### src/rtl/noc_pkg.sv
// rtl/noc_pkg.sv - shared mesh constants, FSM state types and node-to-grid mapping
package noc_pkg;

    localparam int ADDR_W      = 8;
    localparam int DATA_W      = 32;
    localparam int GRID_W      = 6;
    localparam int GRID_OFFSET = 7;
    localparam int MESH_DIM    = 4;
    localparam int NODE_W      = 4;

    typedef enum logic [1:0] {
        TX_IDLE,
        TX_SEND,
        TX_GAP
    } tx_state_t;

    typedef enum logic [1:0] {
        RX_IDLE,
        RX_ACK,
        RX_DROP
    } rx_state_t;

    // Mesh nodes sit inside a bordered GRID_W-wide grid, so rows advance by GRID_W.
    function automatic logic [ADDR_W-1:0] node_to_grid(input logic [NODE_W-1:0] node);
        return ADDR_W'(GRID_OFFSET + (int'(node) / MESH_DIM) * GRID_W + (int'(node) % MESH_DIM));
    endfunction

endpackage

### src/rtl/noc_fifo.sv
// rtl/noc_fifo.sv - synchronous FIFO with wrap-bit pointers and full/empty flags
module noc_fifo #(
    parameter int WIDTH = 40,
    parameter int DEPTH = 4
) (
    input  logic             clk,
    input  logic             rst_n,
    input  logic             push,
    input  logic [WIDTH-1:0] wdata,
    input  logic             pop,
    output logic [WIDTH-1:0] rdata,
    output logic             full,
    output logic             empty
);

    localparam int AW = $clog2(DEPTH);

    logic [WIDTH-1:0] mem [DEPTH];
    logic [AW:0]      wr_ptr;
    logic [AW:0]      rd_ptr;
    logic             do_push;
    logic             do_pop;

    assign do_push = push && !full;
    assign do_pop  = pop && !empty;
    assign empty   = (wr_ptr == rd_ptr);
    assign full    = (wr_ptr[AW-1:0] == rd_ptr[AW-1:0]) && (wr_ptr[AW] != rd_ptr[AW]);
    assign rdata   = mem[rd_ptr[AW-1:0]];

    always_ff @(posedge clk or negedge rst_n) begin
        if (!rst_n) begin
            wr_ptr <= '0;
            rd_ptr <= '0;
        end else begin
            if (do_push) wr_ptr <= wr_ptr + (AW+1)'(1);
            if (do_pop)  rd_ptr <= rd_ptr + (AW+1)'(1);
        end
    end

    // Storage needs no reset; the pointers alone define which entries are live.
    always_ff @(posedge clk) begin
        if (do_push) mem[wr_ptr[AW-1:0]] <= wdata;
    end

endmodule

### src/rtl/node_nic_32b.sv
// rtl/node_nic_32b.sv - mesh endpoint NIC: TX queue to router, RX queue to local sink
module node_nic_32b
    import noc_pkg::*;
#(
    parameter int ID       = 0,
    parameter int TX_DEPTH = 4,
    parameter int RX_DEPTH = 2
) (
    input  logic        clk,
    input  logic        rst,
    input  logic        tx_req_valid,
    output logic        tx_req_ready,
    input  logic [3:0]  tx_req_dest,
    input  logic [31:0] tx_req_data,
    output logic [7:0]  out_addr,
    output logic [31:0] out_data,
    output logic        out_valid,
    input  logic        from_out_ack,
    input  logic [7:0]  in_addr,
    input  logic [31:0] in_data,
    input  logic        in_valid,
    output logic        to_in_ack,
    output logic        rx_valid,
    input  logic        rx_ready,
    output logic [7:0]  rx_addr,
    output logic [31:0] rx_data,
    output logic [15:0] tx_count,
    output logic [15:0] rx_count,
    output logic        rx_misroute
);

    localparam int                PKT_W   = ADDR_W + DATA_W;
    localparam logic [ADDR_W-1:0] MY_GRID = node_to_grid(NODE_W'(ID));

    tx_state_t         tx_state, tx_next;
    rx_state_t         rx_state, rx_next;
    logic              tx_push, tx_pop, tx_done, tx_full, tx_empty;
    logic              rx_push, rx_pop, rx_full, rx_empty;
    logic [PKT_W-1:0]  tx_head, rx_head;

    assign tx_req_ready = !tx_full;
    assign tx_push      = tx_req_valid && tx_req_ready;
    assign rx_valid     = !rx_empty;
    assign rx_pop       = rx_valid && rx_ready;
    assign {rx_addr, rx_data} = rx_head;

    noc_fifo #(.WIDTH(PKT_W), .DEPTH(TX_DEPTH)) u_tx_fifo (
        .clk   (clk),
        .rst_n (rst),
        .push  (tx_push),
        .wdata ({node_to_grid(tx_req_dest), tx_req_data}),
        .pop   (tx_pop),
        .rdata (tx_head),
        .full  (tx_full),
        .empty (tx_empty)
    );

    noc_fifo #(.WIDTH(PKT_W), .DEPTH(RX_DEPTH)) u_rx_fifo (
        .clk   (clk),
        .rst_n (rst),
        .push  (rx_push),
        .wdata ({in_addr, in_data}),
        .pop   (rx_pop),
        .rdata (rx_head),
        .full  (rx_full),
        .empty (rx_empty)
    );

    always_comb begin
        tx_next = tx_state;
        tx_pop  = 1'b0;
        tx_done = 1'b0;
        case (tx_state)
            TX_IDLE: if (!tx_empty) begin
                tx_pop  = 1'b1;
                tx_next = TX_SEND;
            end
            TX_SEND: if (from_out_ack) begin
                tx_done = 1'b1;
                tx_next = TX_GAP;
            end
            TX_GAP:  tx_next = TX_IDLE;
            default: tx_next = TX_IDLE;
        endcase
    end

    always_ff @(posedge clk or negedge rst) begin
        if (!rst) begin
            tx_state  <= TX_IDLE;
            out_valid <= 1'b0;
            out_addr  <= '0;
            out_data  <= '0;
            tx_count  <= '0;
        end else begin
            tx_state <= tx_next;
            if (tx_pop) begin
                out_valid            <= 1'b1;
                {out_addr, out_data} <= tx_head;
            end else if (tx_done) begin
                out_valid <= 1'b0;
                tx_count  <= tx_count + 16'd1;
            end
        end
    end

    // DROP holds off re-capture until the router withdraws the packet it just had acked.
    always_comb begin
        rx_next = rx_state;
        rx_push = 1'b0;
        case (rx_state)
            RX_IDLE: if (in_valid && !rx_full) begin
                rx_push = 1'b1;
                rx_next = RX_ACK;
            end
            RX_ACK:  rx_next = RX_DROP;
            RX_DROP: if (!in_valid) rx_next = RX_IDLE;
            default: rx_next = RX_IDLE;
        endcase
    end

    always_ff @(posedge clk or negedge rst) begin
        if (!rst) begin
            rx_state    <= RX_IDLE;
            to_in_ack   <= 1'b0;
            rx_misroute <= 1'b0;
            rx_count    <= '0;
        end else begin
            rx_state    <= rx_next;
            to_in_ack   <= rx_push;
            rx_misroute <= rx_push && (in_addr != MY_GRID);
            if (rx_pop) rx_count <= rx_count + 16'd1;
        end
    end

endmodule
### config.mk
export PLATFORM = sky130hd
export DESIGN_NAME = node_nic_32b
export DESIGN_NICKNAME = d
export VERILOG_FILES = /design/src/rtl/noc_pkg.sv /design/src/rtl/noc_fifo.sv /design/src/rtl/node_nic_32b.sv
export SDC_FILE = /design/constraint.sdc
export NUM_CORES = 1
export LEC_CHECK = 0
export ABC_CLOCK_PERIOD_IN_PS = 5400
export CORE_MARGIN = 2
export CORE_UTILIZATION = 46
export CTS_CLUSTER_SIZE = 14
export DETAILED_ROUTE_END_ITERATION = 8
export HOLD_SLACK_MARGIN = 0.03
export PLACE_DENSITY = 0.7
export SYNTH_ARGS = -nofsm -noshare
export SYNTH_HDL_FRONTEND = slang
export SYNTH_HIERARCHICAL = 1
export SYNTH_SLANG_ARGS = --single-unit
export TNS_END_PERCENT = 50
### constraint.sdc
create_clock -name clk -period 5.4 [get_ports clk]
set_clock_uncertainty 0.1 [all_clocks]
set_input_delay 0.54 -clock clk [delete_from_list [all_inputs] [get_ports clk]]
set_output_delay 0.54 -clock clk [all_outputs]
set_load 0.05 [all_outputs]
==> reports/results.ini, run 1 <==
[worst_setup_path]
crit_end = u_rx_fifo/mem[1][13]$_DFFE_PP_
worstPathRequired_ns = 5.51
r2r_cells = 6
critPathKind = reg -> reg
r2r_start = u_rx_fifo/rd_ptr[0]$_DFFE_PN0P_
regToRegSetupSlack_ns = 1.58
endpoint_kind = flop
worstReg2RegEnd = u_rx_fifo/mem[1][13]$_DFFE_PP_
setup.worst_path.start_class = flop
cp-startpoint = u_rx_fifo/rd_ptr[0]$_DFFE_PN0P_
critical_path.max_fanout = 47
arrival_ns = 3.93

[place]
placed_cell_area_sq_um = 15300
place.gp.congestion = 0.733
dp_hpwl_microns = 15800
port_buffers = 198
dp.cells = 1230

[routing]
wl_met1_microns = 10600
drtIter0Drc = 395
drt-wirelength-per-cell_microns = 19.1
routed-wl-met3_microns = 1990
via_per_inst = 5.06
drt_pass1_iterations = 4
top_layer_used = met5
drc = 0
met2WireLength_microns = 11600
vias = 6555
finalWirelength_microns = 24700
ant_nets = 0

[pwr]
switching_share_pct = 36.9
vdd_ir_drop_max_uv = 385
finalPower_mw = 10.4
p_leak_nw = 5.85
p_per_area_nw_per_um2 = 631
clkPwrFrac_pct = 22.5
power.internal_mw = 6.54
p_switching_mw = 3.82
seqPwrFrac_pct = 37.7
combPwrFrac_pct = 39.8

[synthesis]
syn-instance-count = 657
synthFlopType = edfxtp_1
yosys.area.top_type = edfxtp_1
yosysWarnings = 6
synthArstFlopShare_pct = 27.1
synth_top_area_share_pct = 56.3
synth_commonest_cells = edfxtp_1 (240), dfrtp_1 (89), mux2_2 (83)
syn-mean-instance-area_sq_um = 19.5
yosysMostFrequentCell = edfxtp_1
synth-edff-count = 240
ys_seq_elements = 329
synth_cell_type_count = 53
syn_area_sq_um = 12800
synth.area.top_cells = edfxtp_1 (56%), dfrtp_1 (17%), mux2_2 (7.3%), mux4_2 (7.0%), xnor2_1 (1.9%)
ys_seq_area_share_pct = 73.7

[grt]
antenna_found_initial = 1
first_global_vias = 6846
grtUsageTotal_pct = 17.4
grt_pass1_wl_microns = 38500
grt_max_degree = 48
gr-total-overflow = 0

[final_layout]
diodes = 0
layout-drive-gt1-share_pct = 23.8
design_area_sq_um = 16400
area_growth_pct = 28.4
fin_nets = 989
layoutNonFillerInstCount = 1295
final_core_util_pct = 59.6

[clocking]
cts_made_buffers = 37
clk_latency_ns = 0.51
root_buffer = clkbuf_16
htreeDepth = 2
clk_pin_slew_ns = 0.06
cts_resized = 0
clk_path_buf_depth = 3
clock_sinks = 329
cts_tree = built

[floorplan]
start_util_pct = 46.4
die_w_microns = 171
num_io_pins = 199
core_sq_um = 27600
rows = 61
design.die.area_sq_um = 29200
fp.dieH_microns = 171

[sta]
rsz0062_at_grt = false
hold_viol = 0
timing.final.crit_share_pct = 70.8
slew_viol_final = 0
setup-violations-final = 0
worst_pin_slew_ns = 1.07
max_freq_mhz = 262
maxSlewHeadroom_pct = 28.9
min_period_ns = 3.82
tns_ns = 0

[status]
status = complete, no violations

[run]
maxCapViolCount = 0

[worst_hold_path]
min_path_type = reg -> reg

==> critical path, cell delays in order, from the launching register on <==
cell	delay (ns)
dfrtp_2	1.07
xor2_1	0.24
nor2_1	0.08
nor4b_1	0.72
nand2_1	0.28
a21oi_4	0.70
buf_4	0.31
==> state kept, by name, summed over array words and instances (netlist names) <==
signal	count
out_addr	8
out_data	32
out_valid	1
rx_count	16
rx_misroute	1
rx_state	2
to_in_ack	1
tx_count	16
tx_state	2
u_rx_fifo/mem	80
u_rx_fifo/rd_ptr	2
u_rx_fifo/wr_ptr	2
u_tx_fifo/mem	160
u_tx_fifo/rd_ptr	3
u_tx_fifo/wr_ptr	3
==> kinds of logic (layout without fill, tap and decap cells) <==
kind of cell / Yosys count / in the layout / share of synthesized area (%)
buffers and inverters: 39 / 292 / 1.65
DFF: 329 / 329 / 73.7
and+or+nand+nor: 77 / 77 / 3.69
xor gates and xnor gates: 44 / 44 / 3.25
muxes: 124 / 124 / 14.4
adders and majority gates: 15 / 15 / 1.53
other: 1 / 8 / 0.0293
AOI/OAI and AO/OA: 28 / 28 / 1.68
==> worst min-delay path by stage <==
stage	from	endpoint	depth (start not counted)
2_1_floorplan	rst	out_addr[0]$_DFFE_PN0P_	0
3_3_place_gp	rx_state[0]$_DFFE_PN0P_	rx_state[0]$_DFFE_PN0P_	1
3_5_place_dp	rx_count[15]$_DFFE_PN0P_	rx_count[15]$_DFFE_PN0P_	1
4_1_cts	tx_count[15]$_DFFE_PN0P_	tx_count[15]$_DFFE_PN0P_	1
5_1_grt	tx_count[15]$_DFFE_PN0P_	tx_count[15]$_DFFE_PN0P_	1
6_report	tx_count[15]$_DFFE_PN0P_	tx_count[15]$_DFFE_PN0P_	1
==> stage by stage <==
stage	setup WS (ns)	hold WS, ns
final	1.58	0.366
after global routing	1.21	0.395
after CTS	1.49	0.377
after detailed placement	1.53	0.367
after global placement	1.60	0.359
after floorplan	1.19	0.144
==> placed cells by master (no fill, tap or decap), types with 9 or more instances in the layout <==
cell,count
clkbuf_16,37
ha_1,14
dfrtp_1,86
xor2_1,12
clkbuf_1,12
mux4_2,40
inv_1,18
buf_4,10
nand2_1,17
mux2_2,83
edfxtp_1,240
xnor2_1,28
clkdlybuf4s50_1,197
nand3_1,9
==> cell type report <==
cell class / instances / area, sq um
inverter: 18 / 67.6
tap: 378 / 473
clock inverter: 12 / 120
timing repair buffer: 210 / 2100
multi-input combinational: 296 / 3210
fill: 2093 / 11100
clock buffer: 52 / 1010
sequential: 329 / 9440
==> repair_timing <==
| action | 4_1_cts | 5_1_grt |
|---|---|---|
| endpoints found under the setup margin | 0 | 0 |
| endpoints found under the hold margin | 45 | 0 |
| buffers inserted | 0 | 0 |
| hold buffers | 1 | 0 |
==> power by group through the flow <==
stage               clock network, mW  logic, mW  registers, mW
global route                     2.51       4.38           4.00
floorplan                           0       2.30           4.51
finish                           2.33       4.13           3.91
CTS                              2.41       4.18           3.93
detailed placement                  0       4.16           3.97
global placement                    0       4.13           3.94
==> layer usage <==
metal	track usage [%]	vias to the layer above
li1	-	2995
met1	23.2	3310
met2	28.2	207
met3	5.20	41
met4	4.53	2
met5	0	-
(Power assumes the default switching activity.)
==> run 2: changes to the inputs <==
--- a/config.mk
+++ b/config.mk
@@ -5,7 +5,7 @@
 export SDC_FILE = /design/constraint.sdc
 export NUM_CORES = 1
 export LEC_CHECK = 0
-export ABC_CLOCK_PERIOD_IN_PS = 5400
+export ABC_CLOCK_PERIOD_IN_PS = 3700
 export CORE_MARGIN = 2
 export CORE_UTILIZATION = 46
 export CTS_CLUSTER_SIZE = 14
==> constraint.sdc (replaced) <==
create_clock -name clk -period 3.7 [get_ports clk]
set_clock_uncertainty 0.1 [all_clocks]
set_input_delay 0.37 -clock clk [delete_from_list [all_inputs] [get_ports clk]]
set_output_delay 0.37 -clock clk [all_outputs]
set_load 0.05 [all_outputs]
==> run 2 against run 1 <==
  * Sequential power is 43% higher
  * Non-clock buffer count increased by 2
  * Combinational power is 49% higher
  * Critical path type is now reg -> out
  * Highest routed layer unchanged
==> reports/results.ini, run 2 (synthesis results as in run 1) <==
[grt]
grt_use_met3_pct = 4.81
gr-total-overflow = 0
grt_max_degree = 70
use_met2_pct = 27.9
antenna_found_initial = 1
grtUsageTotal_pct = 16.9
grt_busiest_layer = met2
grt_pass1_wl_microns = 37700
grt_use_met1_pct = 22.0
first_global_vias = 6846

[sta]
maxSlewHeadroom_pct = 32.3
worst_pin_slew_ns = 1.02
rsz0062_at_grt = false
max_freq_mhz = 332
timing.final.crit_share_pct = 81.5
hold_viol = 0
setup-violations-final = 0
min_period_ns = 3.01
slew_viol_final = 0

[pwr]
p_per_area_nw_per_um2 = 916
finalPower_mw = 15.1
p_leak_nw = 5.86
vdd_ir_drop_max_uv = 703

[clocking]
cts_made_buffers = 36
clk_latency_ns = 0.51
cts_resized = 0
clk_path_buf_depth = 3
clock_sinks = 329
cts_tree = built
htreeDepth = 2
cts_setup_buffers = 0
clk_pin_slew_ns = 0.06
hold_buffers = 1
root_buffer = clkbuf_16

[floorplan]
fp.dieH_microns = 171
core_sq_um = 27600
design.die.area_sq_um = 29200
rows = 61
die_w_microns = 171
num_io_pins = 199
start_util_pct = 46.4

[routing]
via_per_inst = 5.05
drc = 0
finalWirelength_microns = 24300
drt_pass1_iterations = 4
drt-wirelength-per-cell_microns = 18.7
ant_nets = 0
vias = 6552
drtIter0Drc = 298

[worst_setup_path]
worstPathRequired_ns = 3.23
critical_path.max_fanout = 15
cp-startpoint = u_tx_fifo/rd_ptr[0]$_DFFE_PN0P_
setup.worst_path.start_class = flop
critPathKind = reg -> out
arrival_ns = 2.54
r2r_start = u_tx_fifo/rd_ptr[0]$_DFFE_PN0P_
endpoint_kind = output port

[place]
port_buffers = 198
dp_hpwl_microns = 15500
dp.cells = 1232
place.gp.congestion = 0.775

[status]
status = complete, no violations

[worst_hold_path]
worstHoldStart = in_data[8]
min_path_type = in -> reg

[final_layout]
area_growth_pct = 28.6
final_cell_mix = edfxtp_1 (240), clkdlybuf4s50_1 (197), dfrtp_1 (86), mux2_2 (83), mux4_2 (40)
fin_nets = 990
final_common_cell = edfxtp_1
largest_register_ffs = 160
diodes = 0
layoutNonFillerInstCount = 1298
layout-drive-gt1-share_pct = 23.5

[run]
maxCapViolCount = 0

run 2: cell count changes in the layout (fill, tap and decap cells not counted), sizes merged:
cell and change:
clkinv +7, inv +1, clkinvlp -2, buf +2
clkbuf -5
run 2: worst paths after layout:
check | endpoint | slack, ns | cells past startpoint
worst min-delay path | u_rx_fifo/mem[1][8]$_DFFE_PP_ | 0.34 | 1
min in group asynchronous | rx_state[1]$_DFFE_PN0P_ | 0.48 | 2
worst max register to register | u_tx_fifo/mem[3][35]$_DFFE_PP_ | 0.89 | 7
max in group asynchronous | tx_count[11]$_DFFE_PN0P_ | 2.22 | 3
worst max-delay path | tx_req_ready | 0.69 | 5
worst min register to register | rx_state[0]$_DFFE_PN0P_ | 0.36 | 1
run 2: per-stage QoR:
step           setup WS [ns]  hold slack, ns  util, %  setup TNS, ns  area, sq um
2_1_floorplan       -0.00672         -0.0256        -         -0.269        12800
3_3_place_gp           0.966           0.346     55.6              0        15300
3_5_place_dp           0.889           0.356     55.6              0        15300
4_1_cts                0.641           0.313     59.7              0        16400
5_1_grt                0.582           0.321     59.7              0        16400
6_report               0.686           0.340     59.7              0        16400
run 2: critical path, stage by stage, from the launching register on:
cell and delay [ns]:
dfrtp_4 0.62, xnor2_2 0.39, nand3_2 0.16, inv_1 0.10
inv_1 0.06, clkdlybuf4s50_1 0.70
run 2: cell type report:
class / instances / area (sq um)
clock buffer: 47 / 963
multi-input combinational: 296 / 3210
sequential: 329 / 9440
inverter: 18 / 67.6
fill: 2041 / 11100
clock inverter: 18 / 141
tap: 378 / 473
timing repair buffer: 212 / 2150
run 2: power by group:
part / internal, mW / switching, mW / total, mW
sequential: 5.09 / 0.503 / 5.59
combinational: 2.45 / 3.70 / 6.15
clock: 1.98 / 1.35 / 3.33
total: 9.52 / 5.55 / 15.1
run 2: per-layer routing:
metal | wire, microns | up-vias
met3 | 1860 | 42
met1 | 10300 | 3301
met2 | 11600 | 201
li1 | - | 3006
met5 | 16 | -
met4 | 528 | 2
==> run 3: changes to the inputs <==
--- a/config.mk
+++ b/config.mk
@@ -5,13 +5,13 @@
 export SDC_FILE = /design/constraint.sdc
 export NUM_CORES = 1
 export LEC_CHECK = 0
-export ABC_CLOCK_PERIOD_IN_PS = 3700
+export ABC_CLOCK_PERIOD_IN_PS = 2600
 export CORE_MARGIN = 2
 export CORE_UTILIZATION = 46
 export CTS_CLUSTER_SIZE = 14
 export DETAILED_ROUTE_END_ITERATION = 8
 export HOLD_SLACK_MARGIN = 0.03
-export PLACE_DENSITY = 0.7
+export PLACE_DENSITY = 0.73
 export SYNTH_ARGS = -nofsm -noshare
 export SYNTH_HDL_FRONTEND = slang
 export SYNTH_HIERARCHICAL = 1
==> constraint.sdc (replaced) <==
create_clock -name clk -period 2.6 [get_ports clk]
set_clock_uncertainty 0.1 [all_clocks]
set_input_delay 0.26 -clock clk [delete_from_list [all_inputs] [get_ports clk]]
set_output_delay 0.26 -clock clk [all_outputs]
set_load 0.05 [all_outputs]
==> run 3 against run 2 <==
  * Clock-buffer cell count up 2
  * Non-clock buffer count up 9
  * Sequential cell count unchanged
  * Hold slack worse by 0.096 ns
  * Critical path depth down 2
  * Combinational power up 46%
  * Critical endpoint is now rx_data[16]
  * First-iteration DRC count up 30%
  * Sequential share of layout area down 0.20 points
  * Design area up 0.34%
==> reports/results.ini, run 3 (synthesis results as in run 1) <==
[final_layout]
diodes = 0
final_core_util_pct = 59.9
final_common_cell = edfxtp_1
multi_input_area_sq_um = 3230
design_area_sq_um = 16500
area_growth_pct = 29.0
layout-drive-gt1-share_pct = 29.2
fillers = 2061
final_cell_mix = edfxtp_1 (240), clkdlybuf4s50_1 (155), dfrtp_1 (86), mux2_2 (83), buf_4 (55)
ff_latch_area_sq_um = 9440
largest_register_ffs = 160
fin_nets = 998

[status]
status = complete, no violations

[pwr]
p_per_area_nw_per_um2 = 1310
finalPower_mw = 21.6
vdd_ir_drop_max_uv = 1020
p_leak_nw = 5.98

[worst_setup_path]
endpoint_kind = output port
critical_path.max_fanout = 46
crit_top_cell = buf_4
arrival_ns = 2.02
cp_slowest_cell = buf_4
crit_chain = buf_4, mux2_2, buf_4
critPathKind = reg -> out
crit_buf_inv = 2
cp_top_family = buffers and inverters
setup.worst_path.start_class = flop
worstPathRequired_ns = 2.24
crit_path_max_incr_delay_ns = 0.52

[floorplan]
fp.dieH_microns = 171
core_sq_um = 27600
num_io_pins = 199
die_w_microns = 171
rows = 61
start_util_pct = 46.4
design.die.area_sq_um = 29200

[routing]
via_per_inst = 5.05
drt_pass1_iterations = 4
ant_nets = 0
drt-wirelength-per-cell_microns = 18.3
finalWirelength_microns = 23900
drc = 0
vias = 6596
drtIter0Drc = 388

[clocking]
clk_path_buf_depth = 3
htreeDepth = 2
clk_latency_ns = 0.50
cts_made_buffers = 35
clk_pin_slew_ns = 0.06
cts_setup_buffers = 0
root_buffer = clkbuf_16
clock_sinks = 329
cts_tree = built

[sta]
hold_viol = 0
timing.final.crit_share_pct = 91.6
max_freq_mhz = 420
maxSlewHeadroom_pct = 52.8
rsz0062_at_grt = false
worst_pin_slew_ns = 0.709
final.setup.worst_slack_ns = 0.218
slew_viol_final = 0
min_period_ns = 2.38
setup-violations-final = 0

[grt]
grt_pass1_wl_microns = 37000
gr-total-overflow = 0
grt_max_degree = 48
first_global_vias = 6777
grtUsageTotal_pct = 16.4
antenna_found_initial = 0

[run]
maxCapViolCount = 0

[place]
port_buffers = 198
preCtsSetupSlack_ns = 0.0968
placed_cell_area_sq_um = 15400
place.gp.congestion = 0.764
dp_hpwl_microns = 15400

[worst_hold_path]
min_path_type = in -> reg

[run 3: metrics by stage]
| step | setup TNS (ns) | hold WS (ns) | std cells |
|---|---|---|---|
| final | 0 | 0.245 | 1305 |
| after global routing | 0 | 0.229 | 1305 |
| after CTS | 0 | 0.221 | 1305 |
| after detailed placement | 0 | 0.263 | 1241 |
| after global placement | 0 | 0.260 | 1241 |
| after floorplan | -29.70 | -0.136 | 664 |
[run 3: routing by layer]
| layer | share of wire (%) | track usage, % |
|---|---|---|
| met1 | 42 | 21.3 |
| met2 | 48 | 27.1 |
| met3 | 7.6 | 4.97 |
| met4 | 1.8 | 4.53 |
| met5 | 0 | 0 |
[run 3: worst reg2reg max path: stages (launching register included)]
cell     delay (ns)
dfrtp_1        0.48
xnor2_1        0.25
nand3_2        0.14
inv_1          0.06
nor2b_1        0.24
nand2_1        0.13
a31oi_4        0.36
buf_4          0.27
[run 3: what timing repair did]
action,4_1_cts,5_1_grt
endpoints found under the hold margin,45,0
resized for setup,0,0
hold buffers,1,0
setup endpoints to repair,0,0
[run 3: final cells by class]
class | instances | area share (%)
Clock inverter | 14 | 0.728
Clock buffer | 49 | 6.01
Multi-Input combinational cell | 296 | 19.6
Tap cell | 378 | 2.87
Timing Repair Buffer | 221 | 13.2
Inverter | 18 | 0.409
Sequential cell | 329 | 57.2
[run 3: path summary, 6_finish.rpt]
path	start	to	slack, ns	cells past startpoint
max	u_rx_fifo/rd_ptr[0]$_DFFE_PN0P_	rx_data[16]	0.22	3
min	in_data[19]	u_rx_fifo/mem[0][19]$_DFFE_PP_	0.24	1
max reg2reg	u_tx_fifo/wr_ptr[1]$_DFFE_PN0P_	u_tx_fifo/mem[3][35]$_DFFE_PP_	0.27	7
min reg2reg	tx_count[15]$_DFFE_PN0P_	tx_count[15]$_DFFE_PN0P_	0.37	1
max in group asynchronous	rst	out_addr[1]$_DFFE_PN0P_	1.46	3
min in group asynchronous	rst	u_rx_fifo/rd_ptr[0]$_DFFE_PN0P_	0.30	2
[run 3: report_power, final]
group	leakage, nW	switching, mW	internal [mW]
clock network	0.542	1.88	2.86
registers	3.28	0.671	7.23
logic	2.15	5.39	3.57
